$ cat src/rtl/cla_serial_add_ctrl.sv
// Serial add/subtract controller: one 4-bit carry-lookahead slice reused per nibble, LSB first.
// The nibble carry is registered between passes; the result is assembled in sum_q.
//
//   state  | meaning
//   IDLE   | ready for a request; operands latched on accept
//   RUN    | one nibble per cycle through the slice, carry chained in carry_q
//   DONE   | result valid and held until res_ready
module cla_serial_add_ctrl #(
  parameter int WIDTH = 16
) (
  input  logic             clk,
  input  logic             rst,
  input  logic             start_valid,
  output logic             start_ready,
  input  logic [WIDTH-1:0] a_in,
  input  logic [WIDTH-1:0] b_in,
  input  logic             cin,
  input  logic             sub,
  output logic             res_valid,
  input  logic             res_ready,
  output logic [WIDTH-1:0] sum,
  output logic             cout,
  output logic             ovf,
  output logic             busy
);

  localparam int N  = WIDTH / 4;
  localparam int NW = (N > 1) ? $clog2(N) : 1;

  typedef enum logic [1:0] {
    S_IDLE = 2'd0,
    S_RUN  = 2'd1,
    S_DONE = 2'd2
  } state_t;

  state_t           state_q, state_d;
  logic [NW-1:0]    nib_q, nib_d;
  logic             carry_q, carry_d;
  logic [WIDTH-1:0] a_q, a_d;
  logic [WIDTH-1:0] b_q, b_d;
  logic [WIDTH-1:0] sum_q, sum_d;
  logic             cout_q, cout_d;
  logic             ovf_q, ovf_d;

  logic [3:0] sl_a, sl_b, sl_g, sl_p, sl_s;
  logic [4:0] sl_c;

  always_comb begin
    sl_a    = a_q[{nib_q, 2'b00} +: 4];
    sl_b    = b_q[{nib_q, 2'b00} +: 4];
    sl_g    = sl_a & sl_b;
    sl_p    = sl_a | sl_b;
    sl_c[0] = carry_q;
    sl_c[1] = sl_g[0] | (sl_p[0] & sl_c[0]);
    sl_c[2] = sl_g[1] | (sl_p[1] & sl_g[0]) | (sl_p[1] & sl_p[0] & sl_c[0]);
    sl_c[3] = sl_g[2] | (sl_p[2] & sl_g[1]) | (sl_p[2] & sl_p[1] & sl_g[0])
            | (sl_p[2] & sl_p[1] & sl_p[0] & sl_c[0]);
    sl_c[4] = sl_g[3] | (sl_p[3] & sl_g[2]) | (sl_p[3] & sl_p[2] & sl_g[1])
            | (sl_p[3] & sl_p[2] & sl_p[1] & sl_g[0])
            | (sl_p[3] & sl_p[2] & sl_p[1] & sl_p[0] & sl_c[0]);
    sl_s    = sl_a ^ sl_b ^ sl_c[3:0];
  end

  always_comb begin
    state_d = state_q;
    nib_d   = nib_q;
    carry_d = carry_q;
    a_d     = a_q;
    b_d     = b_q;
    sum_d   = sum_q;
    cout_d  = cout_q;
    ovf_d   = ovf_q;
    case (state_q)
      S_IDLE: begin
        if (start_valid) begin
          a_d     = a_in;
          b_d     = sub ? ~b_in : b_in;
          carry_d = sub ? 1'b1 : cin;
          nib_d   = '0;
          state_d = S_RUN;
        end
      end
      S_RUN: begin
        sum_d[{nib_q, 2'b00} +: 4] = sl_s;
        carry_d = sl_c[4];
        nib_d   = nib_q + NW'(1);
        if (nib_q == NW'(N - 1)) begin
          cout_d  = sl_c[4];
          // Overflow: carry into the sign bit differs from carry out of it.
          ovf_d   = sl_c[3] ^ sl_c[4];
          nib_d   = '0;
          state_d = S_DONE;
        end
      end
      S_DONE: begin
        if (res_ready) state_d = S_IDLE;
      end
      default: state_d = S_IDLE;
    endcase
  end

  always_ff @(posedge clk) begin
    if (rst) begin
      state_q <= S_IDLE;
      nib_q   <= '0;
      carry_q <= 1'b0;
      a_q     <= '0;
      b_q     <= '0;
      sum_q   <= '0;
      cout_q  <= 1'b0;
      ovf_q   <= 1'b0;
    end else begin
      state_q <= state_d;
      nib_q   <= nib_d;
      carry_q <= carry_d;
      a_q     <= a_d;
      b_q     <= b_d;
      sum_q   <= sum_d;
      cout_q  <= cout_d;
      ovf_q   <= ovf_d;
    end
  end

  assign start_ready = (state_q == S_IDLE);
  assign res_valid   = (state_q == S_DONE);
  assign busy        = (state_q != S_IDLE);
  assign sum         = sum_q;
  assign cout        = cout_q;
  assign ovf         = ovf_q;

endmodule

$ cat config.mk
export PLATFORM = sky130hd
export DESIGN_NAME = cla_serial_add_ctrl
export DESIGN_NICKNAME = d
export VERILOG_FILES = /design/src/rtl/cla_serial_add_ctrl.sv
export SDC_FILE = /design/constraint.sdc
export NUM_CORES = 1
export LEC_CHECK = 0
export BUFFER_PORTS_ARGS = -buffer_cell sky130_fd_sc_hd__buf_2
export CAP_MARGIN = 40
export CORE_UTILIZATION = 50
export DETAILED_ROUTE_END_ITERATION = 10
export PLACE_DENSITY = 0.74
export SLEW_MARGIN = 10
export SYNTH_ARGS = -nofsm -noshare
export SYNTH_HDL_FRONTEND = slang
export SYNTH_SLANG_ARGS = --single-unit
$ cat constraint.sdc
create_clock -name clk -period 2.9 [get_ports clk]
set_input_delay 0.145 -clock clk [delete_from_list [all_inputs] [get_ports clk]]
set_output_delay 0.145 -clock clk [all_outputs]
set_load 0.02 [all_outputs]
Yosys cells after proc, flatten, opt, wreduce, memory -nomap -nowiden
Cells that the tools add are included.
{ "classes": {"addsub": 2, "n_eq_ne": 6, "shift": 4, "n_mux": 12, "bitwise_logic": 32, "n_reduce_logical": 7} }
{ "op_table": {"columns": ["cell", "count"], "rows": [
  ["16-bit by 5-bit variable part select with 4-bit output", 2],
  ["1-bit bitwise AND", 16],
  ["16-bit bitwise mux", 1],
  ["16-bit two-way mux", 1],
  ["16-bit NOT", 1],
  ["4-bit by 6-bit variable shift with 16-bit output, first input constant", 1],
  ["4-bit by 6-bit variable part select with 16-bit output", 1],
  ["2-bit two-way mux", 5],
  ["1-bit OR", 10],
  ["4-bit bitwise XOR", 2],
  ["4-bit negation with 6-bit output", 1],
  ["2-bit one-hot mux with 3 select lines", 1],
  ["2-bit AND reduction", 3],
  ["4-bit bitwise AND", 1],
  ["2-bit equality test, second input constant", 2],
  ["2-bit inequality test, second input constant", 2],
  ["4-bit OR", 1],
  ["2-bit one-hot mux with 2 select lines", 1],
  ["2-bit nonzero test", 2],
  ["3-bit AND reduction", 1],
  ["2-bit by 1-bit adder with 2-bit output, second input constant", 1],
  ["2-bit by 1-bit equality test with 1-bit output, second input constant", 1],
  ["2-bit logical NOT", 1],
  ["1-bit two-way mux", 2],
  ["3 further kinds", 3]
]} }
{ "word_totals": {"reg_bits": 55, "out_inout_bits": 21, "wordCells": 71} }

Depth between registers and ports, before layout
{ "depth": {"word_depth": 9, "depth_mapped": 9, "mapped_depth_nobuf": 7} }

Worst setup path before layout
Ideal clock, no wire load.
{ "synth_path": {"path_type": "register to register", "start": "register nib_q[0]", "end": "register sum_q[7] (netlist: sum[7])", "setup_time_ns": 0.122, "arrival_ns": 2.439, "slack_ns": 0.339, "stages_incl_launch_ff": 10, "path_buffers": 2, "synth_period_minus_slack_ns": 2.561, "path_cell_list": "dfxtp_1 > buf_2 > mux4_2 > inv_1 > ha_1 > nor3b_4 > o41ai_4 > buf_6 > nor4b_1 > a221o_1"} }
{ "synth_via": {"elab_chain_len": 9, "word_cells_on_any_way": 25, "cone_classes": "1 x add/sub; 4 x shift; 1 x mux; 19 x bitwise"} }
{ "synth_rtl": {"columns": ["element", "line", "rtl"], "rows": [
  ["start: declaration", "37", "logic [NW-1:0] nib_q, nib_d;"],
  ["start signal: assignment", "114", "nib_q <= nib_d;"],
  ["16-bit by 5-bit variable part select with 4-bit output (on tied branches)", "49, 50", null],
  ["4-bit OR / 4-bit bitwise AND (equally long branches)", "52, 51", null],
  ["1-bit bitwise AND (on tied branches)", "56, 57", null],
  ["1-bit OR (tied with other cells)", "56", "sl_c[3] = sl_g[2] | (sl_p[2] & sl_g[1]) | (sl_p[2] & sl_p[1] & sl_g[0])"],
  ["1-bit OR / 1-bit bitwise AND (equally long branches)", "56, 57", null],
  ["1-bit OR", "57", "| (sl_p[2] & sl_p[1] & sl_p[0] & sl_c[0]);"],
  ["4-bit bitwise XOR", "61", "sl_s = sl_a ^ sl_b ^ sl_c[3:0];"],
  ["4-bit by 6-bit variable part select with 16-bit output", "84", "sum_d[{nib_q, 2'b00} +: 4] = sl_s;"],
  ["16-bit bitwise mux (*)", "84", null],
  ["end signal: assignment", "118", "sum_q <= sum_d;"],
  ["end: declaration", "41", "logic [WIDTH-1:0] sum_q, sum_d;"]
]} }
Every way passes the cells marked *; elsewhere a longest branch is shown, timed or not.
A chain may end at the register's enable or synchronous reset.

Final worst setup path
{ "layout_path": {"start": "register nib_q[0]", "end": "register ovf_q (netlist: ovf)"} }
{ "layout_via": {"elab_chain_len": 8, "word_cells_on_any_way": 26, "cone_classes": "1 x eq/ne; 2 x shift; 22 x bitwise; 1 x reduce/logical"} }
{ "layout_rtl": {"columns": ["element", "line", "rtl"], "rows": [
  ["16-bit by 5-bit variable part select with 4-bit output (on tied branches)", "49, 50", null],
  ["4-bit OR / 4-bit bitwise AND (equally long branches)", "52, 51", null],
  ["1-bit bitwise AND (on tied branches)", "58, 59, 60", null],
  ["1-bit OR (tied with other cells) (2 in series)", "58", "sl_c[4] = sl_g[3] | (sl_p[3] & sl_g[2]) | (sl_p[3] & sl_p[2] & sl_g[1])"],
  ["1-bit OR / 1-bit bitwise AND (equally long branches)", "59, 60", null],
  ["1-bit OR", "60", "| (sl_p[3] & sl_p[2] & sl_p[1] & sl_p[0] & sl_c[0]);"],
  ["1-bit bitwise XOR", "90", "ovf_d = sl_c[3] ^ sl_c[4];"],
  ["end signal: assignment", "120", "ovf_q <= ovf_d;"],
  ["end: declaration", "43", "logic ovf_q, ovf_d;"]
]} }
Parallel ways exist; a longest one is shown, timed or not.

==> results_dict.tcl <==
set metrics [dict create \
    status "complete, no violations" \
    synth.area.top_cells "dfxtp_1 (40%), ha_1 (6.8%), mux4_2 (6.5%)" \
    synth_top_cell_area_share 0.3962 \
    cts_tree "yes" \
    yosys-top-cells-count "dfxtp_1 (55), nand2_1 (40), nor2_1 (37)" \
    finalSetupTns_ns 0 \
    vias 2195 \
    ctsHoldBuffers 0 \
    cp_top_family "buffers and inverters" \
    initial_utilization 0.5306 \
    fin_crit_sh 0.8780 \
    leakage_nw 1.333 \
    cts_buffers 5 \
    skew_ns 0.007213 \
    max_cap_viol_count 0 \
    r2r_start "nib_q[0]$_SDFFE_PP0P_" \
    endpoint "ovf$_SDFFE_PP0P_" \
    tightest_slew_ns 0.7331 \
    worstPathArrival_ns 2.76 \
    relSlewSlack 0.5113 \
    place_congestion 0.8014 \
    insertion_delay_ns 0.30 \
    fmax_mhz 392.8 \
    crit_type "register to register" \
    io_pins 59 \
    r2r_end "ovf$_SDFFE_PP0P_" \
    drc_errors 0 \
    setup_viol 0 \
    ys_seq_area_frac 0.3962 \
    final_design_area_no_fill_mm2 0.003244 \
    syn-num-nets 353 \
    finalCriticalPeriod_ns 2.546 \
    path_buf_inv 3 \
    power.total_mw 1.714 \
    cp_slowest_cell "mux4_2" \
    overflow 0 \
    path_clk_slew_ns 0.10 \
    clock-sinks 55 \
    fp-row-count 26 \
    grt_pass1_wl_mm 9.632 \
    diodes 0 \
    crit_cells 9 \
    setup.worst_path.start "nib_q[0]$_SDFFE_PP0P_" \
    hold_viol_final 0 \
    area_growth_syn_to_layout_pct 16.75 \
    endpoint_kind "register" \
    post_dp_cell_area_mm2 0.003108 \
    synthMostInstantiatedCell "dfxtp_1" \
    die_area_mm2 0.005860 \
    path_common_cell "buf_4" \
    grt_start_max_net_pins 34 \
    dp_hpwl_mm 4.197 \
    cts_root_buf "clkbuf_8" \
    h-tree-depth 2 \
    final_nets 404 \
    rsz0062_at_grt "no" \
    antenna_found_initial 0 \
    power.density_mw_per_mm2 528.4 \
    core_mm2 0.005238 \
    ant_nets 0 \
    synth-main-ff-cell "dfxtp_1" \
    min_path_type "input pin to register" \
    ys_ff_latch 55 \
    postCtsResizedCells 0 \
    grt_use_total 0.2039 \
    synth-async-reset-ratio 0 \
    slew_viol_final 0 \
    r2r_setup_slack_ns 0.35 \
    first_global_vias 2060 \
    synth_edf_count 0 \
    die_w_um 76.55 \
    cp_slowest_stage_delay_ns 0.56 \
    startpoint_type "register" \
    drive_gt1_frac 0.2450 \
    crit_chain "buf_4 -> mux4_2 -> inv_1 -> ha_1 -> nor3b_4 -> o41ai_4 -> buf_4 -> nor3_1 -> a2111oi_2" \
    dieHeight_um 76.55 \
    dr.first_iter.drc_count 83 \
    port_buffers 58 \
    postSynthAreaPerCell_um2 9.294 \
    yosys.area.top_type "dfxtp_1" \
    ir_worst_vdd_uv 299.5 \
    first_pass_iters 4 \
    post_drt_wl_per_cell_um 13.66 \
    cts_buffer_depth 2 \
    ys.warnings.count 0 \
    viasPerCell 5.214 \
    syn-cell-area_mm2 0.002779 \
    critical_path.max_fanout 18 \
    wirelength_mm 5.751 \
    post_cts_buffers 0 \
    synth_cell_type_count 42 \
    rr_worst_depth 9 \
    netlist_instances 299 \
    crit_required_ns 3.11 \
]
## cells by family after synthesis
logic type / after synthesis / share of synthesized area
mux: 8 / 0.06483
simple gates: 114 / 0.2026
flops: 55 / 0.3962
buf+inv: 30 / 0.05043
xor+xnor: 17 / 0.05358
compound gates: 59 / 0.1576
fa+ha+maj: 16 / 0.07474
## flip-flops by register name (all words and copies together) (netlist names)
name and count:
carry_q 1, cout 1, state_q 2, nib_q 2, sum 16, b_q 16, a_q 16, ovf 1
## worst min-delay path by stage
stage	from	end	slack, ns	cells after the start
floorplan	a_in[0]	a_q[0]$_SDFFE_PP0P_	0.28	2
global placement	a_in[11]	a_q[11]$_SDFFE_PP0P_	0.39	3
detailed placement	a_in[11]	a_q[11]$_SDFFE_PP0P_	0.39	3
CTS	a_in[11]	a_q[11]$_SDFFE_PP0P_	0.06	3
global route	a_in[9]	a_q[9]$_SDFFE_PP0P_	0.06	3
finish	a_in[0]	a_q[0]$_SDFFE_PP0P_	0.06	3
## report_power, final
group	total [mW]	switching [mW]	internal (mW)
Combinational	0.299	0.167	0.132
Sequential	0.822	0.0255	0.797
Clock	0.593	0.249	0.344
## area by class of cell
class / count / area [um2]
Tap cell: 70 / 87.58
Inverter: 11 / 41.29
Clock buffer: 5 / 68.82
Multi-Input combinational cell: 214 / 1538
Timing Repair Buffer: 63 / 340.3
Clock inverter: 3 / 67.56
Sequential cell: 55 / 1101
Fill cell: 450 / 1993
## routing by layer
layer  vias up  track usage  share of wire
met5         -            0              0
met4         0      0.07308          0.013
met3         8      0.02874          0.034
met2        49       0.3568           0.49
met1       999       0.2541           0.46
li1       1139            -              -
## stage by stage
stage | worst slack, ns | instances | util | hold WS, ns
CTS | 0.3429 | 421 | 0.6194 | 0.06184
finish | 0.3539 | 421 | 0.6194 | 0.06225
global placement | 0.4480 | 413 | 0.5934 | 0.3907
global route | 0.1817 | 421 | 0.6194 | 0.06055
floorplan | 0.3395 | 299 | - | 0.2810
detailed placement | 0.3654 | 413 | 0.5934 | 0.3925
## worst register-to-register path, cell delays in order (launching register included)
cell       delay [ns]
dfxtp_1          0.32
buf_4            0.27
mux4_2           0.57
inv_1            0.08
ha_1             0.24
nor3b_4          0.09
o41ai_4          0.27
buf_4            0.23
nor3_1           0.09
a2111oi_2        0.31
## cells in the final DEF, fill, tap and decap left out, types with 2 or more instances in the layout
cell / Yosys / layout
and2b_1: 2 / 2
clkbuf_8: 0 / 5
a32oi_1: 4 / 4
a22oi_1: 8 / 8
a211oi_1: 16 / 16
a21oi_1: 20 / 20
nand2_1: 40 / 40
a221o_1: 4 / 4
bufinv_16: 0 / 2
nor2_1: 37 / 37
nor3_1: 6 / 6
nand3_1: 2 / 2
xnor2_1: 16 / 16
buf_4: 2 / 4
nor2b_1: 7 / 7
nor4b_1: 3 / 3
mux4_2: 8 / 8
dfxtp_1: 55 / 55
buf_2: 10 / 58
or2b_1: 2 / 2
inv_1: 11 / 11
nand4bb_1: 2 / 2
ha_1: 15 / 15
nand2b_1: 4 / 4
(Power assumes the default switching activity.)
